File: src/rtl/rr_arb_queue_pkg.sv
// Shared constants for rr_arb_queue: reset fill value for queue storage and the
// width of the optional per-channel grant counters (RR_ARB_QUEUE_STATS_EN).
package rr_arb_queue_pkg;

  localparam int   STATS_W = 16;
  localparam logic DC_FILL = 1'b0;

  // Circular-pointer step used by the queue; handles non power-of-2 depths.
  function automatic int wrap_inc(input int cur, input int limit);
    return (cur == limit - 1) ? 0 : cur + 1;
  endfunction

endpackage

File: src/rtl/rr_arb_queue_store.sv
// Circular DEPTH-entry storage for rr_arb_queue. Head word is always mem[rptr],
// so readout is registered with one-cycle write-to-read latency.
module rr_arb_queue_store
  import rr_arb_queue_pkg::*;
#(
  parameter int W     = 34,
  parameter int DEPTH = 8,
  parameter int CNT_W = $clog2(DEPTH + 1)
) (
  input  logic             clk,
  input  logic             rst,
  input  logic             we,
  input  logic             re,
  input  logic [W-1:0]     din,
  output logic [W-1:0]     dout,
  output logic             full,
  output logic             empty,
  output logic [CNT_W-1:0] occupancy
);

  localparam int PTR_W = $clog2(DEPTH);

  logic [W-1:0]     mem [DEPTH];
  logic [PTR_W-1:0] wptr;
  logic [PTR_W-1:0] rptr;
  logic [CNT_W-1:0] count;
  logic             push;
  logic             pop;

  assign full      = (count == CNT_W'(DEPTH));
  assign empty     = (count == '0);
  assign push      = we & ~full;
  assign pop       = re & ~empty;
  assign dout      = mem[rptr];
  assign occupancy = count;

  always_ff @(posedge clk or posedge rst) begin
    if (rst) begin
      for (int i = 0; i < DEPTH; i++) mem[i] <= {W{DC_FILL}};
      wptr  <= '0;
      rptr  <= '0;
      count <= '0;
    end else begin
      if (push) begin
        mem[wptr] <= din;
        wptr      <= PTR_W'(wrap_inc(int'(wptr), DEPTH));
      end
      if (pop) rptr <= PTR_W'(wrap_inc(int'(rptr), DEPTH));
      case ({push, pop})
        2'b10:   count <= count + 1'b1;
        2'b01:   count <= count - 1'b1;
        default: count <= count;
      endcase
    end
  end

endmodule

File: src/rtl/rr_arb_queue.sv
// N-to-1 round-robin arbiter feeding a DEPTH-entry output queue with source tags.
// Optional per-channel saturating grant counters under RR_ARB_QUEUE_STATS_EN.
module rr_arb_queue
  import rr_arb_queue_pkg::*;
#(
  parameter int NUM_IN = 4,
  parameter int WIDTH  = 32,
  parameter int DEPTH  = 8,
  parameter int IDX_W  = $clog2(NUM_IN),
  parameter int CNT_W  = $clog2(DEPTH + 1)
) (
  input  logic                           clk,
  input  logic                           rst,
  input  logic [NUM_IN-1:0]              valid_us,
  input  logic [NUM_IN-1:0][WIDTH-1:0]   data_us,
  output logic [NUM_IN-1:0]              stall_us,
  output logic                           valid_ds,
  output logic [WIDTH-1:0]               data_ds,
  output logic [IDX_W-1:0]               src_ds,
  input  logic                           stall_ds,
  output logic [CNT_W-1:0]               occupancy
`ifdef RR_ARB_QUEUE_STATS_EN
  ,
  input  logic                           stats_clr,
  output logic [NUM_IN-1:0][STATS_W-1:0] grant_cnt
`endif
);

  typedef struct packed {
    logic [IDX_W-1:0] src;
    logic [WIDTH-1:0] data;
  } head_t;

  logic [IDX_W-1:0]  ptr;
  logic [IDX_W-1:0]  grant_idx;
  logic [NUM_IN-1:0] grant_oh;
  logic              grant_any;
  logic              full;
  logic              empty;
  head_t             din;
  head_t             head;

  // Handshake: a word transfers when valid is high and stall is low in the same
  // cycle; a stalled producer holds valid and data. Grants depend only on the
  // registered full flag, so stall_ds never reaches stall_us combinationally.
  always_comb begin
    int cand;
    cand      = 0;
    grant_any = 1'b0;
    grant_idx = '0;
    grant_oh  = '0;
    if (!full) begin
      for (int i = 1; i <= NUM_IN; i++) begin
        cand = (int'(ptr) + i) % NUM_IN;
        if (!grant_any && valid_us[cand]) begin
          grant_any      = 1'b1;
          grant_idx      = cand[IDX_W-1:0];
          grant_oh[cand] = 1'b1;
        end
      end
    end
  end

  assign stall_us = valid_us & ~grant_oh;

  always_ff @(posedge clk or posedge rst) begin
    if (rst)            ptr <= IDX_W'(NUM_IN - 1);
    else if (grant_any) ptr <= grant_idx;
  end

  assign din.src  = grant_idx;
  assign din.data = data_us[grant_idx];

  rr_arb_queue_store #(
    .W     ($bits(head_t)),
    .DEPTH (DEPTH),
    .CNT_W (CNT_W)
  ) u_store (
    .clk       (clk),
    .rst       (rst),
    .we        (grant_any),
    .re        (stall_ds == 1'b0),
    .din       (din),
    .dout      (head),
    .full      (full),
    .empty     (empty),
    .occupancy (occupancy)
  );

  assign valid_ds = ~empty;
  assign data_ds  = head.data;
  assign src_ds   = head.src;

`ifdef RR_ARB_QUEUE_STATS_EN
  always_ff @(posedge clk or posedge rst) begin
    if (rst) begin
      grant_cnt <= '0;
    end else if (stats_clr) begin
      grant_cnt <= '0;
    end else begin
      for (int i = 0; i < NUM_IN; i++)
        if (grant_oh[i] && grant_cnt[i] != {STATS_W{1'b1}}) grant_cnt[i] <= grant_cnt[i] + 1'b1;
    end
  end
`endif

endmodule

File: config.mk
export PLATFORM = sky130hd
export DESIGN_NAME = rr_arb_queue
export DESIGN_NICKNAME = d
export VERILOG_FILES = /design/src/rtl/rr_arb_queue_pkg.sv /design/src/rtl/rr_arb_queue_store.sv /design/src/rtl/rr_arb_queue.sv
export SDC_FILE = /design/constraint.sdc
export NUM_CORES = 1
export LEC_CHECK = 0
export ABC_AREA = 0
export CAP_MARGIN = 10
export CORE_UTILIZATION = 51
export DETAILED_ROUTE_END_ITERATION = 10
export PLACE_DENSITY_LB_ADDON = 0.05
export SLEW_MARGIN = 15
export SYNTH_ARGS = -nofsm -noshare
export SYNTH_HDL_FRONTEND = slang
export SYNTH_SLANG_ARGS = --single-unit
File: constraint.sdc
create_clock -name clk -period 9.48 [get_ports clk]
set_input_delay 2.37 -clock clk [delete_from_list [all_inputs] [get_ports clk]]
set_output_delay 2.37 -clock clk [all_outputs]
set_load 0.03 [all_outputs]
### After elaboration in Yosys (flattened, before gate mapping)

Index checks and enable logic that the tools add are counted.

| storage, ports and cells | value |
|---|---|
| word-level logic and storage cells | 122 |
| output and inout port bits | 43 |
| bits of input ports | 135 |
| bits in registers | 284 |

| cells by class | value |
|---|---|
| order comparisons | 12 |
| equal/unequal tests | 5 |
| multiplexer cells | 52 |
| bitwise operators | 16 |
| reduce and logical (&&, ||, !) cells | 17 |
| add/subtract/negate cells | 8 |

Operator list:

| kind | number |
|---|---|
| $bwmux 272 | 1 |
| $bmux 34 s3 | 1 |
| $demux 34 s3 | 1 |
| $mux 34 | 3 |
| $bmux 32 s2 | 1 |
| $mux 32 | 1 |
| $mux 4 | 8 |
| $mux 1 | 20 |
| $lt 3x4->1 const B | 4 |
| $ge 3x1->1 const B | 4 |
| $or 4x4->4 | 3 |
| $mux 2 | 5 |
| $bmux 1 s2 | 4 |
| $demux 1 s2 | 4 |
| $ge 4x4->1 const B | 2 |
| $logic_and 1x1->1 | 8 |
| $not 3->4 | 2 |
| $pmux 4 s2 | 1 |
| $reduce_or 2->1 | 4 |
| $add 3x1->3 const B | 2 |
| $eq 3x1->1 const B | 2 |
| $mux 3 | 2 |
| $add 2x1->2 const B | 2 |
| $add 2x2->2 const B | 2 |
| other kinds (15) | 23 |

### Longest topological paths before layout

| depth | value |
|---|---|
| depth after elaboration | 23 |
| gate-level depth with buffers | 15 |
| gate-level depth less buffers | 11 |

### Modules after synthesis

From an unflattened synthesis, not the netlist that was laid out.

| unflattened totals | value |
|---|---|
| cell total of the unflattened synthesis | 940 |
| area, all modules | 15065.7 um^2 |

Modules (own cells, without submodules):

| module | area an instance (um^2) | sequential area each (um^2) | cells an instance | times used |
|---|---|---|---|---|
| rr_arb_queue_store | 13401.6 | 7056.8 | 764 | 1 |
| rr_arb_queue | 1664.1 | 52.6 | 176 | 1 |

### Least setup slack after synthesis

OpenSTA, ideal clock, no wires.

| timing path | value |
|---|---|
| kind | input port to output port |
| start | in valid_us[0] |
| end | out stall_us[0] |
| data required time | 7.110 ns |
| path buffers | 0 |
| cell stages on the path | 5 |
| path slack | 3.069 ns |
| arrival | 4.041 ns |
| cell sequence | mux4_2 > and2b_2 > a22oi_1 > o21ai_0 > a21boi_0 |

| on the way | value |
|---|---|
| longest elaborated chain between the ends | 19 |
| elaborated cells on any way between the ends | 37 |
| those cells by class | 26 x mux; 5 x bitwise; 6 x reduce/logical |

RTL lines:

| item | line | text |
|---|---|---|
| from (decl) | rr_arb_queue.sv:14 | `input logic [NUM_IN-1:0] valid_us,` |
| $bmux 1 s2 | rr_arb_queue.sv:55 | `if (!grant_any && valid_us[cand]) begin` |
| $mux 1 (not written as such) (2 in series) | rr_arb_queue.sv:55 |  |
| $mux 1 | rr_arb_queue.sv:55 |  |
| $mux 1 | rr_arb_queue.sv:52 | `if (!full) begin` |
| $logic_not 1->1 | rr_arb_queue.sv:55 |  |
| $logic_and 1x1->1 | rr_arb_queue.sv:55 |  |
| $mux 1 | rr_arb_queue.sv:55 |  |
| $mux 1 | rr_arb_queue.sv:52 |  |
| [... 2 more ...] | -- |  |
| $mux 1 | rr_arb_queue.sv:55 |  |
| $mux 1 | rr_arb_queue.sv:52 |  |
| $logic_not 1->1 | rr_arb_queue.sv:55 |  |
| $logic_and 1x1->1 | rr_arb_queue.sv:55 |  |
| $mux 4 | rr_arb_queue.sv:55 |  |
| $mux 4 | rr_arb_queue.sv:52 |  |
| $not 4->4 | rr_arb_queue.sv:64 | `assign stall_us = valid_us & ~grant_oh;` |
| $and 4x4->4 (*) | rr_arb_queue.sv:64 |  |
| to (decl) | rr_arb_queue.sv:16 | `output logic [NUM_IN-1:0] stall_us,` |

Every way passes the cells marked *; elsewhere a longest branch is shown, timed or not. The select of a mux whose other input is x is not followed.

### Worst setup path after layout

| timing path | value |
|---|---|
| start | in valid_us[0] |
| end | out stall_us[2] |

| on the way | value |
|---|---|
| longest elaborated chain between the ends | 19 |
| elaborated cells on any way between the ends | 37 |
| those cells by class | 26 x mux; 5 x bitwise; 6 x reduce/logical |

RTL lines:

| item | line |
|---|---|
| $bmux 1 s2 | rr_arb_queue.sv:55 |
| $mux 1 (not written as such) (2 in series) | rr_arb_queue.sv:55 |
| $mux 1 | rr_arb_queue.sv:55 |
| $mux 1 | rr_arb_queue.sv:52 |
| $logic_not 1->1 | rr_arb_queue.sv:55 |
| $logic_and 1x1->1 | rr_arb_queue.sv:55 |
| $mux 1 | rr_arb_queue.sv:55 |
| $mux 1 | rr_arb_queue.sv:52 |
| [... 2 more ...] | -- |
| $mux 1 | rr_arb_queue.sv:55 |
| $mux 1 | rr_arb_queue.sv:52 |
| $logic_not 1->1 | rr_arb_queue.sv:55 |
| $logic_and 1x1->1 | rr_arb_queue.sv:55 |
| $mux 4 (*) | rr_arb_queue.sv:55 |
| $mux 4 (*) | rr_arb_queue.sv:52 |
| $not 4->4 (*) | rr_arb_queue.sv:64 |
| $and 4x4->4 (*) | rr_arb_queue.sv:64 |

Marks and branches as above.

==> flow_metrics.py <==
metrics = {
    "logic_synthesis": {
        "synthTopCellsByCount": "nand2_1, dfrtp_1, o221ai_1",
        "synth_top_area_share": 0.481,
        "ys_seq_area_frac": 0.484,
        "syn_avg_cell_area_um2": 11.8,
        "synth-edff-count": 0,
        "yosysTopAreaCell": "dfrtp_1",
        "syn_inst": 1240,
        "synthTopCellsByArea": "dfrtp_1, o221ai_1, mux4_2",
        "synth.cell_area_um2": 14700,
        "ys_async_sr_fraction": 1.00,
        "synthFlopType": "dfrtp_1",
        "yosys_warnings": 0,
        "synth_cell_types": 50,
        "synthMostInstantiatedCell": "nand2_1",
        "synth_fp_nets": 1391,
        "ys_ff_latch": 284,
    },
    "timing": {
        "setup_violations": 0,
        "finalCriticalPeriod_ns": 7.51,
        "fmax_mhz": 133,
        "hold_viol": 0,
        "fin_crit_sh": 0.792,
        "worst_pin_slew_ns": 1.01,
        "totalNegativeSetupSlack_ns": 0,
        "finalMaxSlewViolations": 0,
        "skew_ns": 0.0155,
        "slew_headroom": 0.310,
        "rsz0062_at_grt": "false",
        "holdWs_ns": 0.483,
    },
    "setup_path": {
        "cp.required_ns": 7.11,
        "crit_arrival_ns": 5.14,
        "end_kind": "output port",
        "critical_path_peak_fanout": 9,
        "crit_type": "input port to output port",
        "startpoint_type": "input port",
    },
    "pwr": {
        "ir_drop_mv": 0.361,
        "p_leak_nw": 7.54,
        "powerDensity_nw_per_um2": 448,
    },
    "finish": {
        "layoutNonFillerInstCount": 1766,
        "finish.net_count": 1519,
        "antenna_cells": 0,
        "regArea_um2": 7120,
        "area_growth_pct": 19.7,
        "final.fill_count": 2242,
        "multi_input_area_um2": 6960,
        "drive_above_1_share": 0.154,
    },
    "detailed_routing": {
        "drt_drc_violations_left": 0,
        "vias": 12025,
        "first_iter_violations": 1352,
        "post_drt_via_cell_ratio": 6.81,
        "wire_per_inst_um": 26.0,
        "ant_nets": 0,
        "drt-pass1-iter-count": 5,
        "wirelength_um": 45900,
    },
    "clocking": {
        "cts_root_buffer": "clkbuf_16",
        "clock_sinks": 284,
        "cts_tree": "yes",
        "clk_pin_slew_worst_paths_ns": 0.06,
        "ctsHoldBuffers": 0,
        "clock_latency_ns": 0.56,
        "post-cts-setup-buffer-count": 0,
        "cts_inserted_buffers": 30,
        "cts_htree_levels": 1,
        "clockBufferDepth": 3,
        "cts-resized-gates": 0,
    },
    "placed_design": {
        "gp_congestion": 0.791,
        "portBuffers": 177,
        "numPlacedInstances": 1714,
        "dp_hpwl_um": 25200,
    },
    "global_routing": {
        "antenna_found_initial": 0,
        "overflow": 0,
        "grt.total_usage": 0.320,
        "grt_pass1_wl_um": 71100,
        "grt_max_degree": 144,
        "grt_pass1_vias": 12066,
    },
    "floorplan": {
        "start_util": 0.524,
        "fp.dieH_um": 172,
        "ios": 178,
        "rows": 61,
        "coreArea_um2": 28000,
        "dieWidth_um": 172,
        "dieArea_um2": 29500,
    },
    "flow_run": {
        "maxCapViolations": 0,
    },
    "min_path": {
        "hold_class": "flip-flop to flip-flop",
    },
    "run_status": {
        "status": "complete, no violations",
    },
}
[where the power goes]
part | switching [W] | total, W | internal [W]
combinational | 0.00260 | 0.00445 | 0.00185
sequential | 0.000434 | 0.00226 | 0.00182
clock | 0.000480 | 0.00116 | 0.000678
total | 0.00352 | 0.00786 | 0.00435
[registers in the layout (all words and copies together), names as in the netlist]
name               count
u_store.mem          272
u_store.occupancy      4
u_store.rptr           3
u_store.wptr           3
ptr                    2
[cell families (layout without fill, tap and decap cells)]
family / after synthesis / after routing / share of synthesized area
DFF: 284 / 284 / 0.484
and+or+nand+nor: 341 / 341 / 0.0952
AOI/OAI and AO/OA: 298 / 298 / 0.177
muxes: 177 / 177 / 0.186
buffers and inverters: 120 / 268 / 0.0414
xor gates and xnor gates: 4 / 4 / 0.00239
adders and majority gates: 16 / 16 / 0.0142
[area by class of cell]
cell class,instances,share of cell area
clock buffer,49,0.0543
clock inverter,3,0.000997
inverter,9,0.00214
multi-input combinational,836,0.396
sequential,284,0.405
tap,378,0.0269
timing repair buffer,207,0.114
[worst max-delay path, cell delays in order]
cell and delay (ns):
clkdlybuf4s50_1 0.54, mux4_2 0.63, or3_4 0.42, nor2b_1 0.24, a22oi_1 0.12, o21ai_0 0.10, a21boi_0 0.11, clkdlybuf4s50_1 0.60
[layout by cell type, fill, tap and decap left out, drive strengths merged, types with 2 or more instances in the layout]
cell           Yosys  routed
a21boi             4       4
a21o               3       3
a21oi              3       3
a22oi              8       8
buf               67      30
clkbuf            44      49
clkdlybuf4s50      0     177
clkinv             0       2
clkinvlp           0       2
dfrtp            282     282
dfstp              2       2
ha                15      15
inv                9       8
mux2              38      38
mux2i             67      67
mux4              72      72
nand2            297     297
nand2b            12      12
nand3              4       4
nand4              2       2
nor2              10      10
nor2b              4       4
nor3               2       2
o21ai             16      16
o221ai           256     256
o311ai             2       2
or2                3       3
or4b               2       2
xnor2              2       2
xor2               2       2
[worst paths after layout]
kind,startpoint,end,slack [ns],cells after the start
max reg2reg,ptr[0],u_store.mem[74],4.71,10
min reg2reg,u_store.mem[66],u_store.mem[66],0.48,2
min,u_store.mem[66],u_store.mem[66],0.48,2
max in group asynchronous,rst,u_store.mem[244],5.54,4
max,valid_us[0],stall_us[2],1.97,8
min in group asynchronous,rst,u_store.mem[259],2.46,3
[routing by layer]
metal | up-vias | global-route usage | share of wire | wire length [µm]
met4 | 0 | 0.0889 | 0.028 | 1260
li1 | 5096 | - | - | -
met1 | 6171 | 0.443 | 0.40 | 18600
met5 | - | 0 | 0 | 0
met2 | 664 | 0.510 | 0.47 | 21500
met3 | 94 | 0.0702 | 0.099 | 4550
[metrics by stage]
stage | cell area [µm²] | setup slack, ns | util | power, W
floorplan | 14700 | 3.07 | - | 0.00534
global placement | 16600 | 2.05 | 0.593 | 0.00658
detailed placement | 16600 | 2.01 | 0.593 | 0.00668
CTS | 17600 | 1.99 | 0.627 | 0.00784
global route | 17600 | 1.84 | 0.627 | 0.00831
finish | 17600 | 1.97 | 0.627 | 0.00786
No activity file was read; power rests on OpenSTA's default activity.
